`src/rtl/uart_rx_pkg.sv`:
```
// Shared types and constants for the UART receive frame controller.
package uart_rx_pkg;

  typedef enum logic [2:0] {
    IDLE   = 3'd0,
    START  = 3'd1,
    DATA   = 3'd2,
    PARITY = 3'd3,
    STOP   = 3'd4
  } rx_state_t;

  localparam logic [5:0] PRESCALE_8  = 6'd8;
  localparam logic [5:0] PRESCALE_16 = 6'd16;
  localparam logic [5:0] PRESCALE_32 = 6'd32;

  localparam logic PAR_EVEN = 1'b0;
  localparam logic PAR_ODD  = 1'b1;

  function automatic logic prescale_ok(input logic [5:0] p);
    return (p == PRESCALE_8) || (p == PRESCALE_16) || (p == PRESCALE_32);
  endfunction

endpackage

```
`src/rtl/uart_rx_par_chk.sv`:
```
// Expected parity bit for the assembled data byte (even when par_typ_i is 0).
module uart_rx_par_chk #(
  parameter int DATA_W = 8
) (
  input  logic [DATA_W-1:0] data_i,
  input  logic              par_typ_i,
  output logic              par_exp_o
);

  assign par_exp_o = (^data_i) ^ par_typ_i;

endmodule

```
`src/rtl/uart_rx_ctrl.sv`:
```
// UART receive frame controller: walks start/data/parity/stop using the
// external edge/bit counter and sampler, and presents validated bytes.
module uart_rx_ctrl
  import uart_rx_pkg::*;
#(
  parameter int DATA_W = 8
) (
  input  logic              CLK,
  input  logic              RST,
  input  logic              RX_IN,
  input  logic              PAR_EN,
  input  logic              PAR_TYP,
  input  logic [5:0]        Prescale,
  input  logic [4:0]        edge_cnt,
  input  logic [3:0]        bit_cnt,
  input  logic              sampled_bit,
  output logic              cnt_enable,
  output logic              reset_count,
  output logic              dat_samp_en,
  output logic [DATA_W-1:0] P_DATA,
  output logic              data_valid,
  output logic              par_err,
  output logic              stp_err
);

  rx_state_t         state_q;
  logic [5:0]        pre_q;
  logic              par_en_q;
  logic              par_typ_q;
  logic [DATA_W-1:0] shreg_q;
  logic              par_bad_q;
  logic              par_exp;
  logic [5:0]        last_edge;
  logic              bit_end;

  uart_rx_par_chk #(.DATA_W(DATA_W)) u_par_chk (
    .data_i    (shreg_q),
    .par_typ_i (par_typ_q),
    .par_exp_o (par_exp)
  );

  // Frame timing uses the prescale captured at frame start, not the live input.
  assign last_edge = pre_q - 6'd1;
  assign bit_end   = (state_q != IDLE) && ({1'b0, edge_cnt} == last_edge);

  // NOTE: every register here, including the data shift register, is reset
  // asynchronously so an aborted frame leaves no stale state behind.
  always_ff @(posedge CLK or negedge RST) begin
    if (!RST) begin
      state_q     <= IDLE;
      pre_q       <= '0;
      par_en_q    <= 1'b0;
      par_typ_q   <= 1'b0;
      shreg_q     <= '0;
      par_bad_q   <= 1'b0;
      cnt_enable  <= 1'b0;
      reset_count <= 1'b0;
      dat_samp_en <= 1'b0;
      P_DATA      <= '0;
      data_valid  <= 1'b0;
      par_err     <= 1'b0;
      stp_err     <= 1'b0;
    end else begin
      // NOTE: non-blocking assignments only; the strobes default low and are
      // raised by the state that owns them.
      data_valid  <= 1'b0;
      reset_count <= 1'b0;
      unique case (state_q)
        IDLE: begin
          if (!RX_IN && prescale_ok(Prescale)) begin
            state_q     <= START;
            pre_q       <= Prescale;
            par_en_q    <= PAR_EN;
            par_typ_q   <= PAR_TYP;
            reset_count <= 1'b1;
            cnt_enable  <= 1'b1;
            dat_samp_en <= 1'b1;
            par_err     <= 1'b0;
            stp_err     <= 1'b0;
            par_bad_q   <= 1'b0;
          end
        end
        START: begin
          if (bit_end) begin
            if (!sampled_bit) begin
              state_q <= DATA;
            end else begin
              state_q     <= IDLE;
              cnt_enable  <= 1'b0;
              dat_samp_en <= 1'b0;
            end
          end
        end
        DATA: begin
          if (bit_end) begin
            shreg_q <= {sampled_bit, shreg_q[DATA_W-1:1]};
            if (bit_cnt == 4'(DATA_W)) begin
              state_q <= par_en_q ? PARITY : STOP;
            end
          end
        end
        PARITY: begin
          if (bit_end) begin
            par_bad_q <= (sampled_bit != par_exp);
            state_q   <= STOP;
          end
        end
        STOP: begin
          if (bit_end) begin
            stp_err     <= ~sampled_bit;
            par_err     <= par_bad_q;
            if (sampled_bit && !par_bad_q) begin
              P_DATA     <= shreg_q;
              data_valid <= 1'b1;
            end
            state_q     <= IDLE;
            cnt_enable  <= 1'b0;
            dat_samp_en <= 1'b0;
          end
        end
        default: begin
          state_q     <= IDLE;
          cnt_enable  <= 1'b0;
          dat_samp_en <= 1'b0;
        end
      endcase
    end
  end

endmodule

```
`config.mk`:
```
export PLATFORM = sky130hd
export DESIGN_NAME = uart_rx_ctrl
export DESIGN_NICKNAME = d
export VERILOG_FILES = /design/src/rtl/uart_rx_pkg.sv /design/src/rtl/uart_rx_par_chk.sv /design/src/rtl/uart_rx_ctrl.sv
export SDC_FILE = /design/constraint.sdc
export NUM_CORES = 1
export LEC_CHECK = 0
export ABC_AREA = 1
export CORE_MARGIN = 2
export CORE_UTILIZATION = 55
export CTS_CLUSTER_DIAMETER = 50
export DETAILED_ROUTE_END_ITERATION = 8
export MAX_ROUTING_LAYER = met4
export PLACE_DENSITY = 0.84
export SYNTH_ARGS = -nofsm -noshare
export SYNTH_HDL_FRONTEND = slang
export SYNTH_SLANG_ARGS = --single-unit
```
`constraint.sdc`:
```
create_clock -name CLK -period 3.2 [get_ports CLK]
set_clock_uncertainty 0.05 [all_clocks]
set_input_delay 0.64 -clock CLK [delete_from_list [all_inputs] [get_ports CLK]]
set_output_delay 0.64 -clock CLK [all_outputs]
set_load 0.02 [all_outputs]
```
# ---- Word level (Yosys, flattened, before mapping)
# Index checks and enable logic that the tools add are counted.
dict set report word_totals {
  reg_bits 33
  inputBits 21
  output_inout_bits 14
}
dict set report op_classes {
  addsub 1
  eq_ne 17
  muxes 26
  bitwise 3
  reduce_logical 20
}
# cell count
set op_table {}
lappend op_table {{3-bit two-way mux} 7}
lappend op_table {{3-bit case mux with 5 select lines} 1}
lappend op_table {{2-bit != test, second input constant} 7}
lappend op_table {{1-bit two-way mux} 13}
lappend op_table {{3-bit AND reduction} 3}
lappend op_table {{8-bit parity} 1}
lappend op_table {{3-bit by 2-bit equality test with 1-bit output, second input constant} 2}
lappend op_table {{5-bit by 6-bit equality test with 1-bit output} 1}
lappend op_table {{6-bit by 4-bit equality test with 1-bit output, second input constant} 1}
lappend op_table {{6-bit by 5-bit equality test with 1-bit output, second input constant} 1}
lappend op_table {{6-bit equality test, second input constant} 1}
lappend op_table {{1-bit case mux with 2 select lines} 3}
lappend op_table {{6-bit AND reduction} 1}
lappend op_table {{6-bit by 1-bit subtractor with 6-bit output, second input constant} 1}
lappend op_table {{5-bit AND reduction} 1}
lappend op_table {{4-bit equality test, second input constant} 1}
lappend op_table {{1-bit case mux with 4 select lines} 1}
lappend op_table {{2-bit AND reduction} 2}
lappend op_table {{2-bit nonzero test} 2}
lappend op_table {{3-bit by 1-bit equality test with 1-bit output, second input constant} 1}
lappend op_table {{3-bit equality test, second input constant} 1}
lappend op_table {{1-bit logical AND} 3}
lappend op_table {{3-bit zero test} 1}
lappend op_table {{3-bit nonzero test} 1}
lappend op_table {{7 further kinds} 10}

# ---- Depth between registers and ports, before layout
dict set report logic_depth {
  ltp_word 6
  ltp_mapped 15
  ltp_nobuf 15
}

# ---- Modules after synthesis
# A second synthesis with hierarchy kept.
dict set report unflattened {
  hier_cells 271
  hier_area_um2 1956.9
}
# module instances cells_per_inst area_per_inst_um2 seq_area_each_um2
set modules_own_cells {}
lappend modules_own_cells {uart_rx_ctrl 1 233 1793.0 825.8}
lappend modules_own_cells {uart_rx_par_chk 1 38 163.9 0.0}

# ---- Worst setup path before layout
# Ideal clock, no wire load.
dict set report synth_timing {
  path_type {reg2reg}
  from {reg pre_q[0]}
  to {reg P_DATA[2]}
  setup_ps 118
  arrival_time_ps 1640
  required_ps 3032
  setup_slack_ps 1391
  stages_incl_launch_ff 15
  path_buffers 1
  period_less_slack_ps 1809
  cell_sequence {dfrtp_1 -> inv_1 -> ha_1 -> nand2_1 -> nor2_1 -> nand2_1 -> nand2_1 -> nand2_1 -> nor2_1 -> nand2_2 -> inv_4 -> nand2_4 -> buf_6 -> nand2_2 -> o21ai_2}
}
dict set report synth_via {
  elab_chain_cells 4
}
# item line
set synth_lines {}
lappend synth_lines {{from (decl)} uart_rx_ctrl.sv:27} ;# logic [5:0] pre_q;
lappend synth_lines {{from (signal assigned)} uart_rx_ctrl.sv:72} ;# pre_q <= Prescale;
lappend synth_lines {{6-bit by 1-bit subtractor with 6-bit output} uart_rx_ctrl.sv:43} ;# assign last_edge = pre_q - 6'd1;
lappend synth_lines {{5-bit by 6-bit equality test with 1-bit output} uart_rx_ctrl.sv:44} ;# assign bit_end = (state_q != IDLE) && ({1'b0, edge_cnt} == last_edge);
lappend synth_lines {{1-bit logical AND} uart_rx_ctrl.sv:44}
lappend synth_lines {{3-bit AND reduction (no line)} -}
lappend synth_lines {{to (signal assigned)} uart_rx_ctrl.sv:113} ;# P_DATA <= shreg_q;
lappend synth_lines {{to (decl)} uart_rx_ctrl.sv:20} ;# output logic [DATA_W-1:0] P_DATA,
# Every way passes these cells.
# A chain may end at the register's enable or synchronous reset.

# ---- Final worst setup path
dict set report layout_timing {
  from {reg pre_q[0]}
  to {reg state_q[2]}
}
dict set report layout_via {
  elab_chain_cells 5
}
# item line
set layout_lines {}
lappend layout_lines {{6-bit by 1-bit subtractor with 6-bit output *} uart_rx_ctrl.sv:43}
lappend layout_lines {{5-bit by 6-bit equality test with 1-bit output *} uart_rx_ctrl.sv:44}
lappend layout_lines {{1-bit logical AND *} uart_rx_ctrl.sv:44}
lappend layout_lines {{2-bit != test (no line)} -}
lappend layout_lines {{6-bit AND reduction (no line) *} -}
lappend layout_lines {{to (signal assigned)} uart_rx_ctrl.sv:98} ;# state_q <= par_en_q ? PARITY : STOP;
lappend layout_lines {{to (decl)} uart_rx_ctrl.sv:26} ;# rx_state_t state_q;
# Every way passes the cells marked *; elsewhere a longest branch is shown, timed or not.

==> impl_metrics.json <==
{
  "crit_path_cell_trace": "inv_1 > ha_1 > nand2_1 > nor2_1 > nand2_1 > nand2_1 > nand2_1 > nor2_1 > nand2_2 > a21oi_1 > nand4_1 > nand2_1",
  "critical_path.top_delay_family": "simple AND/OR/NAND/NOR gates",
  "antenna_found_initial": 0,
  "synthDominantAreaCellType": "dfrtp_1",
  "via_count": 1538,
  "drt_pre_antenna_iters": 4,
  "post_cts.repair.setup_buffers": 0,
  "switching_power_mw": 0.440,
  "power.leakage_nw": 1.16,
  "min_to": "P_DATA[4]",
  "setup_tns_ns": 0,
  "seq_power_share": 0.445,
  "regToRegEndpoint": "state_q[2]",
  "setup_violations": 0,
  "pwr_density_cell_nw_per_um2": 528,
  "hold_buffers": 0,
  "wl_per_cell_um": 11.3,
  "critical_path_arrival_ns": 2.33,
  "port_buf_inserts": 34,
  "utilization": 0.722,
  "fmax_mhz": 476,
  "count_of_nets_left_with_antenna_violations_after_detail_routing": 0,
  "max_cap_viol_count": 0,
  "critical_path_class": "flip-flop to flip-flop",
  "avgSynthCellArea_sq_um": 7.94,
  "critical_path.n_buffers_inverters": 1,
  "timing.critical_path.from_type": "flip-flop",
  "routabilityCongestion": 0.883,
  "regToRegStartpoint": "pre_q[0]",
  "timing.final.hold_violations": 0,
  "hold_path.startpoint": "P_DATA[4]",
  "dieWidth_um": 61.1,
  "h-tree-depth": 2,
  "largest_net_degree_at_the_start_of_global_routing": 34,
  "grt_pass1_vias": 1441,
  "clock_sinks": 33,
  "hold_class": "flip-flop to flip-flop",
  "run_status": "finished, final reports clean",
  "mapped_area_sq_um": 1800,
  "ys_top_cells_by_area": "dfrtp_1 46%, nand2_1 17%, o21ai_2 7.3%",
  "synth_fp_nets": 248,
  "clockBufferDepth": 2,
  "synth_unique_cells": 23,
  "fin_area_sq_um": 2220,
  "vdd_ir_drop_max_uv": 319,
  "p_total_mw": 1.17,
  "synth_largest_type_area_fraction": 0.460,
  "p_clk_frac": 0.205,
  "post-dp-hpwl_um": 2680,
  "grt_util_all_layers": 0.234,
  "drv_slew": 0,
  "comb_power_share": 0.351,
  "yosys_register_bits": 33,
  "placement.cell_area_sq_um": 2170,
  "timing.hold.worst_path_depth": 2,
  "end_kind": "flip-flop",
  "post_drt_via_cell_ratio": 4.98,
  "cts_made_buffers": 5,
  "initialDrtViolationCount": 97,
  "placement_rows": 20,
  "grt_first_pass_wirelength_um": 6100,
  "drc": 0,
  "layout-drive-gt1-share": 0.128,
  "fp.dieArea_sq_um": 3740,
  "tritoncts": "yes",
  "detail_route.wirelength_um": 3490,
  "crit_path_frequent_cell": "nand2_1",
  "clkSlewWorstSetupHoldPaths_ns": 0.10,
  "netSwitchingFraction": 0.375,
  "grt_overflow_total": 0,
  "unrepaired_setup_endpoints_after_global_routing": "no",
  "placeableCoreArea_sq_um": 3080,
  "crit_slowest_cell": "dfrtp_1",
  "start_util": 0.583,
  "worstMarginPinSlew_ns": 0.467,
  "period_share": 0.657,
  "num_io_pins": 35,
  "synth_sequential_area_ratio": 0.460,
  "syn-instance-count": 226,
  "cts-root-buf": "clkbuf_4",
  "filler_cell_count_in_the_final_layout": 239,
  "die_h_um": 61.1,
  "cp_max_fo": 5,
  "yosysWarningCount": 0,
  "num-nets-final": 287,
  "worst_relative_slew_slack": 0.686,
  "layout_area_growth_over_synthesis_pct": 23.8,
  "antennaDiodeCount": 0,
  "clk_latency_worst_skew_pair_ns": 0.34,
  "worst_ep_required_time_ns": 3.43,
  "ff2ff_setup_slack_ns": 1.10,
  "post_cts_resize_count": 0,
  "critical-path-max-stage-delay_ns": 0.43,
  "fin_crit_ns": 2.10,
  "path_depth_of_the_worst_reg2reg_path": 12,
  "power_report.internal_total_mw": 0.733
}
-- sequential cells by signal, summed over array words and instances (netlist names) --
signal / cells
shreg_q: 8
par_typ_q: 1
par_en_q: 1
reset_count: 1
stp_err: 1
par_bad_q: 1
dat_samp_en: 1
state_q: 3
P_DATA: 8
pre_q: 6
par_err: 1
data_valid: 1
-- cells by family after synthesis --
| group | Yosys count | synth area share |
|---|---|---|
| and+or+nand+nor | 122 | 0.296 |
| buffers and inverters | 36 | 0.0871 |
| DFF | 33 | 0.460 |
| AOI/OAI and AO/OA | 24 | 0.101 |
| xor gates and xnor gates | 10 | 0.0488 |
| adders and majority gates | 1 | 0.00697 |
-- how the worst max path moves through the flow --
stage	from	end	slack (ns)	depth (start not counted)
global route	pre_q[0]	state_q[2]	0.86	12
floorplan	pre_q[0]	P_DATA[2]	1.39	14
CTS	pre_q[0]	state_q[2]	1.12	12
finish	pre_q[0]	state_q[2]	1.10	12
global placement	sampled_bit	P_DATA[5]	0.89	6
detailed placement	edge_cnt[4]	state_q[2]	0.82	12
-- through the flow --
step	cells	worst slack (ns)	hold WS (ns)
finish	309	1.10	0.438
global route	309	0.864	0.464
CTS	309	1.12	0.442
detailed placement	302	0.824	0.419
global placement	302	0.890	0.411
floorplan	226	1.39	0.294
-- cells in the mapped netlist (all sizes together) --
cell type and count:
o21bai 2, o21ai 20, dfrtp 33, buf 3, inv 33, a21oi 2, ha 1, nor3 3
or2 2, xor2 4, nand2 85, xnor2 6, nor4 2, nor2 11, nand3 14, nand4 5
-- cells in the final DEF, fill, tap and decap left out --
| cell | count |
|---|---|
| a21oi_1 | 2 |
| buf_4 | 1 |
| clkbuf_1 | 1 |
| clkbuf_4 | 5 |
| clkbuf_8 | 1 |
| clkdlybuf4s50_1 | 34 |
| dfrtp_1 | 33 |
| ha_1 | 1 |
| inv_1 | 31 |
| inv_2 | 1 |
| inv_4 | 1 |
| nand2_1 | 80 |
| nand2_2 | 3 |
| nand2_4 | 2 |
| nand3_1 | 14 |
| nand4_1 | 5 |
| nor2_1 | 8 |
| nor2_2 | 3 |
| nor3_1 | 3 |
| nor4_1 | 2 |
| o21ai_0 | 5 |
| o21ai_2 | 15 |
| o21bai_1 | 2 |
| or2_2 | 2 |
| xnor2_1 | 6 |
| xor2_1 | 4 |
-- cell type report --
class,count,area [sq um],share of cell area
timing repair buffer,35,348,0.156
clock buffer,7,55.1,0.0248
inverter,33,126,0.0568
sequential,33,826,0.371
multi-input combinational,157,813,0.366
tap,44,55.1,0.0248
-- power groups by stage --
stage / Clock [mW] / Combinational, mW / Sequential (mW)
3_5_place_dp: 0 / 0.407 / 0.530
5_1_grt: 0.267 / 0.469 / 0.529
4_1_cts: 0.241 / 0.409 / 0.522
3_3_place_gp: 0 / 0.404 / 0.528
2_1_floorplan: 0 / 0.295 / 0.521
6_report: 0.240 / 0.412 / 0.522
-- worst register-to-register path: cells and delay by family (launching register included) --
kind                     cells  cell delay, ns
AND/OR/NAND/NOR              9            0.88
flip-flops                   1            0.43
AO/OA/AOI/OAI                1            0.32
adder cells (fa/ha/maj)      1            0.24
buffers and inverters        1            0.14
-- routing by layer --
| layer | global-route usage | share of wire | vias to the layer above |
|---|---|---|---|
| met1 | 0.297 | 0.46 | 692 |
| met5 | - | 0 | - |
| met3 | 0.0630 | 0.050 | 4 |
| met4 | 0.106 | 0.013 | 0 |
| li1 | - | - | 787 |
| met2 | 0.350 | 0.48 | 55 |
Power figures use the tool's default switching activity.
